$ cat config.mk
export PLATFORM = sky130hd
export DESIGN_NAME = adma_data_mover_flat
export DESIGN_NICKNAME = d
export VERILOG_FILES = /design/src/rtl/adma_pkg.sv /design/src/rtl/adma_data_mover_if.sv /design/src/rtl/adma_xfer_counter.sv /design/src/rtl/adma_data_mover.sv /design/src/flat_wrapper.sv
export SDC_FILE = /design/constraint.sdc
export NUM_CORES = 1
export LEC_CHECK = 0
export BUFFER_PORTS_ARGS = -buffer_cell sky130_fd_sc_hd__buf_2
export CAP_MARGIN = 20
export CORE_MARGIN = 2
export CORE_UTILIZATION = 45
export CTS_BUF_LIST = sky130_fd_sc_hd__clkbuf_4 sky130_fd_sc_hd__clkbuf_8
export DETAILED_ROUTE_END_ITERATION = 6
export PLACE_DENSITY = 0.72
export SLEW_MARGIN = 10
export SYNTH_ARGS = -nofsm -noshare
export SYNTH_HDL_FRONTEND = slang
export SYNTH_SLANG_ARGS = --single-unit
$ cat constraint.sdc
create_clock -name clk -period 2.5 [get_ports clk]
set_clock_uncertainty 0.05 [all_clocks]
set_input_delay 0.125 -clock clk [delete_from_list [all_inputs] [get_ports clk]]
set_output_delay 0.125 -clock clk [all_outputs]
set_load 0.01 [all_outputs]
$ cat src/rtl/adma_pkg.sv
// adma_pkg: shared constants for the ADMA data mover.
// Holds bus widths, the one-hot state encoding used throughout the ADMA
// controller, the direction encoding and the descriptor-length decode helper.
package adma_pkg;

  localparam int ADDR_W  = 64;
  localparam int DATA_W  = 32;
  localparam int WORDS_W = 15;  // remaining-word counter, holds up to 16384
  localparam int BLKW_W  = 10;  // block size in words, block_size[11:2]

  localparam logic [ADDR_W-1:0] WORD_BYTES = 64'd4;

  typedef logic [4:0] state_t;

  // One-hot state encoding, kept in line with the ADMA controller.
  localparam logic [4:0] ST_IDLE = 5'b00001;
  localparam logic [4:0] ST_SRC  = 5'b00010;
  localparam logic [4:0] ST_DST  = 5'b00100;
  localparam logic [4:0] ST_GAP  = 5'b01000;
  localparam logic [4:0] ST_DONE = 5'b10000;

  localparam logic CARD_TO_HOST = 1'b1;
  localparam logic HOST_TO_CARD = 1'b0;

  // Descriptor length (bytes) to word count; a zero length encodes 65536 bytes.
  function automatic logic [WORDS_W-1:0] calc_words(input logic [15:0] len);
    logic [WORDS_W-1:0] w;
    if (len == 16'd0) begin
      w = 15'd16384;
    end else begin
      w = {1'b0, len[15:2]};
    end
    return w;
  endfunction

endpackage

$ cat src/rtl/adma_data_mover_if.sv
// adma_data_mover_if: memory bus and SD FIFO signals of the ADMA data mover.
//   mem_*  : request/ack system memory port (req held until one-cycle ack)
//   rxf_*  : RX FIFO read side, first-word-fall-through
//   txf_*  : TX FIFO write side
// modport master is the data mover, modport slave is the memory/FIFO side.
interface adma_data_mover_if;
  import adma_pkg::*;

  logic              mem_req;
  logic              mem_we;
  logic [ADDR_W-1:0] mem_addr;
  logic [DATA_W-1:0] mem_wdata;
  logic [DATA_W-1:0] mem_rdata;
  logic              mem_ack;
  logic              rxf_empty;
  logic [DATA_W-1:0] rxf_rdata;
  logic              rxf_rd;
  logic              txf_full;
  logic [DATA_W-1:0] txf_wdata;
  logic              txf_wr;

  modport master (
    output mem_req, mem_we, mem_addr, mem_wdata,
    input  mem_rdata, mem_ack,
    input  rxf_empty, rxf_rdata,
    output rxf_rd,
    input  txf_full,
    output txf_wdata, txf_wr
  );

  modport slave (
    input  mem_req, mem_we, mem_addr, mem_wdata,
    output mem_rdata, mem_ack,
    output rxf_empty, rxf_rdata,
    input  rxf_rd,
    output txf_full,
    input  txf_wdata, txf_wr
  );

endinterface

$ cat src/rtl/adma_xfer_counter.sv
// adma_xfer_counter: remaining-word and in-block word counters of a transfer.
// Ports:
//   clk, rst_n    : clock, asynchronous active-low reset
//   load_i        : latch words_i / blk_words_i and clear the block counter
//   clear_i       : abort, zero everything (wins over load and step)
//   step_i        : one word completed
//   words_i       : descriptor length in words (1..16384)
//   blk_words_i   : block size in words, 0 disables boundaries
//   last_o        : the word in flight is the last of the descriptor
//   boundary_o    : the word in flight closes a block
module adma_xfer_counter
  import adma_pkg::*;
(
  input  logic               clk,
  input  logic               rst_n,
  input  logic               load_i,
  input  logic               clear_i,
  input  logic               step_i,
  input  logic [WORDS_W-1:0] words_i,
  input  logic [BLKW_W-1:0]  blk_words_i,
  output logic               last_o,
  output logic               boundary_o
);

  logic [WORDS_W-1:0] words_q, words_d;
  logic [BLKW_W-1:0]  blk_words_q, blk_words_d;
  logic [BLKW_W-1:0]  blk_cnt_q, blk_cnt_d;
  logic               boundary_s;

  // blk_cnt counts words already done in this block, so the in-flight word
  // closes the block when one more reaches the block size.
  assign boundary_s = (blk_words_q != 10'd0) && ((blk_cnt_q + 10'd1) == blk_words_q);
  assign boundary_o = boundary_s;
  assign last_o     = (words_q == 15'd1);

  // Counter next-state: clear, load, step or hold.
  always_comb begin
    words_d     = words_q;
    blk_words_d = blk_words_q;
    blk_cnt_d   = blk_cnt_q;
    if (clear_i) begin
      words_d     = 15'd0;
      blk_words_d = 10'd0;
      blk_cnt_d   = 10'd0;
    end else if (load_i) begin
      words_d     = words_i;
      blk_words_d = blk_words_i;
      blk_cnt_d   = 10'd0;
    end else if (step_i) begin
      words_d   = words_q - 15'd1;
      blk_cnt_d = boundary_s ? 10'd0 : (blk_cnt_q + 10'd1);
    end else begin
      blk_cnt_d = blk_cnt_q;
    end
  end

  // Counter registers.
  always_ff @(posedge clk or negedge rst_n) begin
    if (!rst_n) begin
      words_q     <= 15'd0;
      blk_words_q <= 10'd0;
      blk_cnt_q   <= 10'd0;
    end else begin
      words_q     <= words_d;
      blk_words_q <= blk_words_d;
      blk_cnt_q   <= blk_cnt_d;
    end
  end

endmodule

$ cat src/rtl/adma_data_mover.sv
// adma_data_mover: executes the transfer phase of one ADMA TRAN descriptor,
// moving 32-bit words between system memory and the SD data FIFOs.
// Ports:
//   clk, rst_n        : clock, asynchronous active-low reset
//   start             : one-cycle pulse, latch descriptor (ignored while busy)
//   dat_adr/dat_len   : descriptor address / byte length (0 = 65536)
//   dir_c2h           : 1 = RX FIFO -> memory, 0 = memory -> TX FIFO
//   block_size        : SD block size in bytes, 0 disables block gaps
//   stop_at_gap       : pause at the next block boundary
//   continue_req      : resume from a block gap
//   abort             : synchronous abort back to IDLE, no completion pulse
//   bus               : memory and FIFO ports (master side)
//   busy              : transfer in progress
//   gap_stopped       : paused at a block gap
//   block_done        : one-cycle pulse after each block boundary word
//   tfc               : one-cycle pulse when the descriptor is exhausted
module adma_data_mover
  import adma_pkg::*;
(
  input  logic              clk,
  input  logic              rst_n,
  input  logic              start,
  input  logic [ADDR_W-1:0] dat_adr,
  input  logic [15:0]       dat_len,
  input  logic              dir_c2h,
  input  logic [11:0]       block_size,
  input  logic              stop_at_gap,
  input  logic              continue_req,
  input  logic              abort,
  adma_data_mover_if.master bus,
  output logic              busy,
  output logic              gap_stopped,
  output logic              block_done,
  output logic              tfc
);

  state_t            state_q, state_d, nxt_state_s;
  logic [ADDR_W-1:0] addr_q, addr_d, nxt_addr_s;
  logic [DATA_W-1:0] data_q, data_d, nxt_data_s;
  logic              dir_q, dir_d;
  logic              block_done_q, block_done_d, nxt_block_done_s;

  logic               c2h_s, in_src_s, in_dst_s;
  logic               abort_s, accept_s;
  logic               src_hit_s, dst_hit_s;
  logic               last_s, boundary_s;
  logic [WORDS_W-1:0] words_init_s;
  logic               unused_ok_s;

  // Address and block size are word granular; the byte offsets are dropped.
  assign unused_ok_s = &{1'b0, dat_adr[1:0], block_size[1:0]};

  assign words_init_s = calc_words(dat_len);
  assign c2h_s        = (dir_q == CARD_TO_HOST);
  assign in_src_s     = (state_q == ST_SRC);
  assign in_dst_s     = (state_q == ST_DST);
  assign abort_s      = abort & (state_q != ST_IDLE);
  // Abort beats a simultaneous start, even from IDLE.
  assign accept_s     = start & ~abort & (state_q == ST_IDLE);

  // SRC completes on a FIFO word (c2h) or a read ack (h2c); DST completes on
  // a write ack (c2h) or a TX push (h2c). DST completion is word completion.
  assign src_hit_s = in_src_s & ~abort_s & (c2h_s ? ~bus.rxf_empty : bus.mem_ack);
  assign dst_hit_s = in_dst_s & ~abort_s & (c2h_s ? bus.mem_ack : ~bus.txf_full);

  adma_xfer_counter u_cnt (
    .clk         (clk),
    .rst_n       (rst_n),
    .load_i      (accept_s),
    .clear_i     (abort_s),
    .step_i      (dst_hit_s),
    .words_i     (words_init_s),
    .blk_words_i (block_size[11:2]),
    .last_o      (last_s),
    .boundary_o  (boundary_s)
  );

  // Handshake strobes are decoded from the state register and gated by abort
  // so they drop in the abort cycle itself.
  assign bus.mem_req   = ~abort_s & ((in_src_s & ~c2h_s) | (in_dst_s & c2h_s));
  assign bus.mem_we    = ~abort_s & in_dst_s & c2h_s;
  assign bus.mem_addr  = addr_q;
  assign bus.mem_wdata = data_q;
  assign bus.rxf_rd    = src_hit_s & c2h_s;
  assign bus.txf_wr    = dst_hit_s & ~c2h_s;
  assign bus.txf_wdata = data_q;

  assign busy        = (state_q != ST_IDLE);
  assign gap_stopped = (state_q == ST_GAP);
  assign tfc         = (state_q == ST_DONE);
  assign block_done  = block_done_q;

  // Transfer FSM next state, address advance and data capture.
  always_comb begin
    nxt_state_s      = state_q;
    nxt_addr_s       = addr_q;
    nxt_data_s       = data_q;
    nxt_block_done_s = 1'b0;
    dir_d            = dir_q;
    case (state_q)
      ST_IDLE: begin
        if (accept_s) begin
          nxt_addr_s  = {dat_adr[ADDR_W-1:2], 2'b00};
          dir_d       = dir_c2h;
          // Lengths of 1..3 bytes hold no whole word: complete at once.
          nxt_state_s = (words_init_s == 15'd0) ? ST_DONE : ST_SRC;
        end else begin
          nxt_state_s = ST_IDLE;
        end
      end
      ST_SRC: begin
        if (src_hit_s) begin
          nxt_data_s  = c2h_s ? bus.rxf_rdata : bus.mem_rdata;
          nxt_state_s = ST_DST;
        end else begin
          nxt_state_s = ST_SRC;
        end
      end
      ST_DST: begin
        if (dst_hit_s) begin
          nxt_addr_s       = addr_q + WORD_BYTES;
          nxt_block_done_s = boundary_s;
          // Descriptor end wins over a pending block gap.
          if (last_s) begin
            nxt_state_s = ST_DONE;
          end else if (boundary_s && stop_at_gap) begin
            nxt_state_s = ST_GAP;
          end else begin
            nxt_state_s = ST_SRC;
          end
        end else begin
          nxt_state_s = ST_DST;
        end
      end
      ST_GAP: begin
        if (continue_req && !stop_at_gap) begin
          nxt_state_s = ST_SRC;
        end else begin
          nxt_state_s = ST_GAP;
        end
      end
      ST_DONE: begin
        nxt_state_s = ST_IDLE;
      end
      default: begin
        nxt_state_s = ST_IDLE;
      end
    endcase
  end

  // Abort overrides whatever the FSM chose and clears the datapath.
  assign state_d      = abort_s ? ST_IDLE : nxt_state_s;
  assign addr_d       = abort_s ? {ADDR_W{1'b0}} : nxt_addr_s;
  assign data_d       = abort_s ? {DATA_W{1'b0}} : nxt_data_s;
  assign block_done_d = abort_s ? 1'b0 : nxt_block_done_s;

  // FSM and datapath registers.
  always_ff @(posedge clk or negedge rst_n) begin
    if (!rst_n) begin
      state_q      <= ST_IDLE;
      addr_q       <= {ADDR_W{1'b0}};
      data_q       <= {DATA_W{1'b0}};
      dir_q        <= HOST_TO_CARD;
      block_done_q <= 1'b0;
    end else begin
      state_q      <= state_d;
      addr_q       <= addr_d;
      data_q       <= data_d;
      dir_q        <= dir_d;
      block_done_q <= block_done_d;
    end
  end

endmodule

$ cat src/flat_wrapper.sv
// flat-port wrapper written by rule: the top's interface ports become plain ports
module adma_data_mover_flat import adma_pkg::*;
  (clk, rst_n, start, dat_adr, dat_len, dir_c2h, block_size, stop_at_gap, continue_req, abort, busy, gap_stopped, block_done, tfc, bus_mem_req, bus_mem_we, bus_mem_addr, bus_mem_wdata, bus_mem_rdata, bus_mem_ack, bus_rxf_empty, bus_rxf_rdata, bus_rxf_rd, bus_txf_full, bus_txf_wdata, bus_txf_wr);
  adma_data_mover_if bus_i ();
  input  logic clk;
  input  logic rst_n;
  input  logic start;
  input  logic [ADDR_W-1:0] dat_adr;
  input  logic [15:0] dat_len;
  input  logic dir_c2h;
  input  logic [11:0] block_size;
  input  logic stop_at_gap;
  input  logic continue_req;
  input  logic abort;
  output logic busy;
  output logic gap_stopped;
  output logic block_done;
  output logic tfc;
  output wire logic [$bits(bus_i.mem_req)-1:0] bus_mem_req;
  output wire logic [$bits(bus_i.mem_we)-1:0] bus_mem_we;
  output wire logic [$bits(bus_i.mem_addr)-1:0] bus_mem_addr;
  output wire logic [$bits(bus_i.mem_wdata)-1:0] bus_mem_wdata;
  input wire logic [$bits(bus_i.mem_rdata)-1:0] bus_mem_rdata;
  input wire logic [$bits(bus_i.mem_ack)-1:0] bus_mem_ack;
  input wire logic [$bits(bus_i.rxf_empty)-1:0] bus_rxf_empty;
  input wire logic [$bits(bus_i.rxf_rdata)-1:0] bus_rxf_rdata;
  output wire logic [$bits(bus_i.rxf_rd)-1:0] bus_rxf_rd;
  input wire logic [$bits(bus_i.txf_full)-1:0] bus_txf_full;
  output wire logic [$bits(bus_i.txf_wdata)-1:0] bus_txf_wdata;
  output wire logic [$bits(bus_i.txf_wr)-1:0] bus_txf_wr;
  assign bus_mem_req = bus_i.mem_req;
  assign bus_mem_we = bus_i.mem_we;
  assign bus_mem_addr = bus_i.mem_addr;
  assign bus_mem_wdata = bus_i.mem_wdata;
  assign bus_i.mem_rdata = bus_mem_rdata;
  assign bus_i.mem_ack = bus_mem_ack;
  assign bus_i.rxf_empty = bus_rxf_empty;
  assign bus_i.rxf_rdata = bus_rxf_rdata;
  assign bus_rxf_rd = bus_i.rxf_rd;
  assign bus_i.txf_full = bus_txf_full;
  assign bus_txf_wdata = bus_i.txf_wdata;
  assign bus_txf_wr = bus_i.txf_wr;
  adma_data_mover u_core (.clk(clk), .rst_n(rst_n), .start(start), .dat_adr(dat_adr), .dat_len(dat_len), .dir_c2h(dir_c2h), .block_size(block_size), .stop_at_gap(stop_at_gap), .continue_req(continue_req), .abort(abort), .bus(bus_i), .busy(busy), .gap_stopped(gap_stopped), .block_done(block_done), .tfc(tfc));
endmodule
### Word level (Yosys, flattened, before mapping)

Cells that the tools add are included.

| word-level totals | value |
|---|---|
| register bits | 138 |
| output and inout port bits | 136 |
| memories kept | 0 |
| logic and storage cells | 87 |
| bits in read-only memories | 0 |
| bits of input ports | 166 |
| bits in writable memories | 0 |
| bits in latches | 0 |

| cells by class | value |
|---|---|
| multiply operators | 0 |
| div/mod/pow operators | 0 |
| add/sub/neg operators | 3 |
| shift-type cells | 0 |
| magnitude comparators | 0 |
| equality and inequality tests | 10 |
| reductions and logical operators | 15 |
| bitwise operators | 19 |
| multiplexer cells | 32 |

Operators with widths:

| operator | number |
|---|---|
| 2-to-1 mux 64 bit | 3 |
| 2-to-1 mux 32 bit | 4 |
| one-hot mux 64 bit (2 select lines) | 1 |
| adder 64 x 3 -> 64 bit (second input constant) | 1 |
| 2-to-1 mux 10 bit | 6 |
| 2-to-1 mux 15 bit | 4 |
| 2-to-1 mux 5 bit | 5 |
| one-hot mux 5 bit (4 select lines) | 1 |
| zero test 16 bit | 1 |
| equality test 15 x 1 -> 1 bit (second input constant) | 1 |
| zero test 15 bit | 1 |
| subtractor 15 x 1 -> 15 bit (second input constant) | 1 |
| bitwise AND 1 bit | 13 |
| adder 10 x 1 -> 10 bit (second input constant) | 1 |
| equality test 10 bit | 1 |
| nonzero test 10 bit | 1 |
| 2-to-1 mux 4 bit | 2 |
| nonzero test 2 bit | 3 |
| nonzero test 3 bit | 2 |
| equality test 5 x 1 -> 1 bit (second input constant) | 1 |
| equality test 5 x 2 -> 1 bit (second input constant) | 1 |
| equality test 5 x 3 -> 1 bit (second input constant) | 1 |
| equality test 5 x 4 -> 1 bit (second input constant) | 1 |
| equality test 5 bit (second input constant) | 1 |
| other kinds (11) | 22 |

### Longest topological paths before layout

| logic depth | value |
|---|---|
| depth after elaboration | 9 |
| mapped depth | 10 |
| depth with buffers taken out | 8 |

### Modules after synthesis

Synthesis repeated with hierarchy kept, for this count alone.

| second synthesis, totals | value |
|---|---|
| cell total of the unflattened synthesis | 1054 |
| area, all modules | 8831.0 um^2 |

By module, submodules not included:

| module | cells each | area each (um^2) | seq. area each (um^2) | times used |
|---|---|---|---|---|
| adma_data_mover | 805 | 6583.8 | 2528.7 | 1 |
| adma_xfer_counter | 249 | 2247.2 | 875.8 | 1 |

### Worst setup path after synthesis

No wires, ideal clock.

| timing path | value |
|---|---|
| path type | reg-to-reg |
| start | register u_core.u_cnt.blk_cnt_q[4] |
| end | register u_core.u_cnt.blk_cnt_q[3] |
| setup slack | 0.107 ns |
| setup time | 0.126 ns |
| data required time | 2.324 ns |
| period minus slack after synthesis | 2.393 ns |
| cell stages (with the launch flop) | 10 |
| path buffers | 2 |
| arrival | 2.217 ns |
| cell sequence | dfrtp_1 -> clkbuf_1 -> nand3_1 -> or3_1 -> xnor2_1 -> a221o_1 -> nor4_1 -> buf_2 -> nor4_1 -> a221o_1 |

| between the ends | value |
|---|---|
| cells in the longest elaborated chain, start to end | 7 |

RTL lines:

| element | RTL line | source |
|---|---|---|
| start: declaration | adma_xfer_counter.sv:27 | `logic [BLKW_W-1:0] blk_cnt_q, blk_cnt_d;` |
| start signal: assignment | adma_xfer_counter.sv:66 | `blk_cnt_q <= blk_cnt_d;` |
| adder 10 x 1 -> 10 bit | adma_xfer_counter.sv:32 | `assign boundary_s = (blk_words_q != 10'd0) && ((blk_cnt_q + 10'd1) == blk_words_q);` |
| equality test 10 bit | adma_xfer_counter.sv:32 |  |
| logical AND 1 bit | adma_xfer_counter.sv:32 |  |
| 2-to-1 mux 10 bit | adma_xfer_counter.sv:51 | `blk_cnt_d = boundary_s ? 10'd0 : (blk_cnt_q + 10'd1);` |
| 2-to-1 mux 10 bit | adma_xfer_counter.sv:49 | `end else if (step_i) begin` |
| 2-to-1 mux 10 bit | adma_xfer_counter.sv:45 | `end else if (load_i) begin` |
| 2-to-1 mux 10 bit | adma_xfer_counter.sv:41 | `if (clear_i) begin` |

Every way passes these cells. The select of a mux whose other input is x is not followed.
A chain may end at the register's enable or synchronous reset.

### Final worst setup path

| timing path | value |
|---|---|
| start | register u_core.u_cnt.blk_cnt_q[5] |
| end | register u_core.u_cnt.blk_cnt_q[3] |

The elaborated chain is that of the path after synthesis.

==> metrics.md <==
| Metric | Value |
|---|---|
| Final core utilization | `between 60% and 70%` |
| Largest area contributor in the netlist | `dfrtp_1` |
| CP Launch Type | `flop` |
| Synth Area per Inst | `8.50 um2` |
| Vias per cell | `between 5 and 6` |
| Filler Cell Count | `1439` |
| Synth Register Bits | `about 140` |
| CTS max path bufs | `2` |
| Routed Antenna Nets | `0` |
| # clock sinks | `about 140` |
| Layout cells sized above 1 | `a little under a third` |
| Die area | `about 20000 um2` |
| Final Max Slew Viols | `0` |
| Ys flop type | `dfrtp_1` |
| Top post-synthesis cells by area | `dfrtp_1 40%, o21ai_0 5.4%, mux2i_1 4.9%` |
| Grt ovf | `0` |
| Ys Warns | `0` |
| Setup Total Neg Slack | `0 ps` |
| # nets final | `~1600` |
| WP data required | `around 2800 ps` |
| First-pass GRT wire length | `about 50 mm` |
| Drt first pass iters | `6` |
| Slew Limit Headroom | `between 40 and 50%` |
| Setup CP Type | `flop to flop` |
| Area of the multi-input gates | `about 4600 um2` |
| Arr. time, crit path | `about 2700 ps` |
| Synth top area share | `40.2%` |
| Most frequent cells in the layout | `295 x buf_2, 145 x dlygate4sd3_1, 130 x dfrtp_1, 94 x nor2_1, 91 x o21ai_0` |
| Row cnt | `slightly below 50` |
| Post-route cell area | `around 13000 um2` |
| Clock root buffer | `clkbuf_8` |
| DRC | `0` |
| GRT Util Overall | `between 30% and 40%` |
| Critical Path Fanout Max | `5` |
| Routability Congestion | `0.925` |
| Die H | `between 100 and 150 um` |
| LEAKAGE | `a little under 6 nW` |
| Initial drt markers | `roughly 890` |
| Cell count after synthesis | `slightly below 1000` |
| Clock transition at path regs | `~80 ps` |
| H-tree Lvls | `4` |
| Largest net degree at the start of global routing | `67` |
| Pwr Density | `769 nW/um2` |
| Distinct cells, synth | `64` |
| Synth async-reset ratio | `100%` |
| Synthesized area | `around 8400 um2` |
| Reg area | `between 3000 and 4000 um2` |
| Via count | `9952` |
| Clock insertion delay at the later pin of the skew report | `460 ps` |
| TritonCTS clock tree | `yes` |
| Num CTS Buffers | `17` |
| Commonest non-fill, non-tap cell in the layout | `buf_2` |
| Worst setup EP type | `flop` |
| Status | `complete, no violations` |
| Avg WL per Cell | `19.3 um` |
| Placed Area | `approximately 10000 um2` |
| Number of global-route vias before repair | `around 9500` |
| Tightest Pin Transition | `~850 ps` |
| Post-synth EDFFs | `0` |
| R2R Setup Slk | `just under 60 ps` |
| Final wirelength | `roughly 33 mm` |
| Endpoints failing hold | `0` |
| Number of max-cap violations | `0` |
| Area grow syn2layout | `49.1%` |
| IO Pins | `~300` |
| Final Setup Violations | `0` |
| HP Class | `input port to flop` |
| Worst ir drop on vdd | `0.394 mV` |
| Final worst-path cycle share | `between 90% and 100%` |
| Initial antenna violation count | `3` |
| Port bufs | `295` |
| Post-synthesis sequential area ratio | `~41%` |
| Fin crit period | `~2400 ps` |
| Die width | `141 um` |
| DP HPWL | `around 21 mm` |
| Hold WS | `approximately 18 ps` |
| FMAX | `between 0.4 and 0.5 GHz` |
| Starting density of the core | `46.3%` |
| Core ar. | `roughly 18000 um2` |
## logic make-up after synthesis
logic type / share of synthesized area, %
buffers and inverters: 6.58
adders and majority gates: 0.595
DFF: 40.5
muxes: 5.02
AOI/OAI and AO/OA: 22.8
other: 0.0446
and+or+nand+nor: 23.0
xor gates and xnor gates: 1.46
## path summary, 6_finish.rpt
| kind | end | start | depth (start not counted) |
|---|---|---|---|
| worst max-delay path | u_core.u_cnt.blk_cnt_q[3] | u_core.u_cnt.blk_cnt_q[5] | 8 |
| worst min-delay path | u_core.u_cnt.words_q[3] | dat_len[5] | 4 |
| worst max register to register | u_core.u_cnt.blk_cnt_q[3] | u_core.u_cnt.blk_cnt_q[5] | 8 |
| worst min register to register | u_core.u_cnt.words_q[11] | u_core.u_cnt.words_q[11] | 2 |
| max in group asynchronous | u_core.state_q[0] | rst_n | 3 |
| min in group asynchronous | u_core.bus.mem_addr[28] | rst_n | 2 |
## layout make-up
| type | count | area share (%) |
|---|---|---|
| clock buffers | 19 | 2.04 |
| inverters | 19 | 0.569 |
| repair buffers | 533 | 29.9 |
| diodes | 3 | 0.0599 |
| multi-input cells | 742 | 36.5 |
| well taps | 229 | 2.29 |
| clock inverters | 12 | 1.40 |
| flip-flops and latches | 136 | 27.2 |
## per-stage QoR
stage               setup slack, ps  power [mW]  std cells
global route                  -45.9        10.2       1693
CTS                            8.58        9.50       1674
finish                         58.9        9.64       1693
floorplan                       107        5.62        990
detailed placement             45.5        7.16       1497
global placement                114        7.07       1497
## synth_stat cells, drive strengths merged (15+ instances only)
cell type / n
a21oi: 54
a22o: 23
nand2: 86
nor3: 32
inv: 19
clkbuf: 46
o21ai: 91
buf: 47
nand3: 37
a31oi: 15
a22oi: 15
nand4: 19
nor4: 32
a211oi: 38
dfrtp: 135
nor2: 97
mux2i: 41
and3: 19
## power by group
part / switching [mW] / total (mW) / internal, mW
registers: 0.681 / 3.49 / 2.81
logic: 2.27 / 4.11 / 1.83
clock network: 0.926 / 2.04 / 1.12
## registers in the layout (all words and copies together), names as in the netlist
name and count:
u_core.bus.mem_addr 62, u_core.c2h_s 1, u_core.bus.mem_wdata 32, u_core.state_q 5, u_core.block_done 1, u_core.u_cnt.blk_cnt_q 10, u_core.u_cnt.words_q 15, u_core.u_cnt.blk_words_q 10
## layer usage
layer | vias to the layer above | share of wire, % | GRT usage (%) | wire, um
li1 | 4574 | - | - | -
met1 | 4722 | 39 | 39.1 | 12800
met2 | 555 | 48 | 52.9 | 15800
met3 | 101 | 7.9 | 6.22 | 2590
met4 | 0 | 4.4 | 16.5 | 1430
met5 | - | 0 | 0 | 0
## worst max-delay path, stage by stage, from the launching register on
cell and delay, ps:
dfrtp_2 410, nand3_1 150, or3_4 440, xnor2_1 160
a221o_1 300, nor4_4 300, buf_4 230, nor4_1 60
a221o_1 250
## repair_timing
action / in CTS / in global routing
resized for setup: 1 / 21
endpoints found under the hold margin: 180 / 0
setup endpoints to repair: 2 / 24
hold buffers: 145 / 0
pin swaps: 1 / 3
gates cloned: 0 / 2
buffers inserted: 1 / 14
Power figures use the tool's default switching activity.
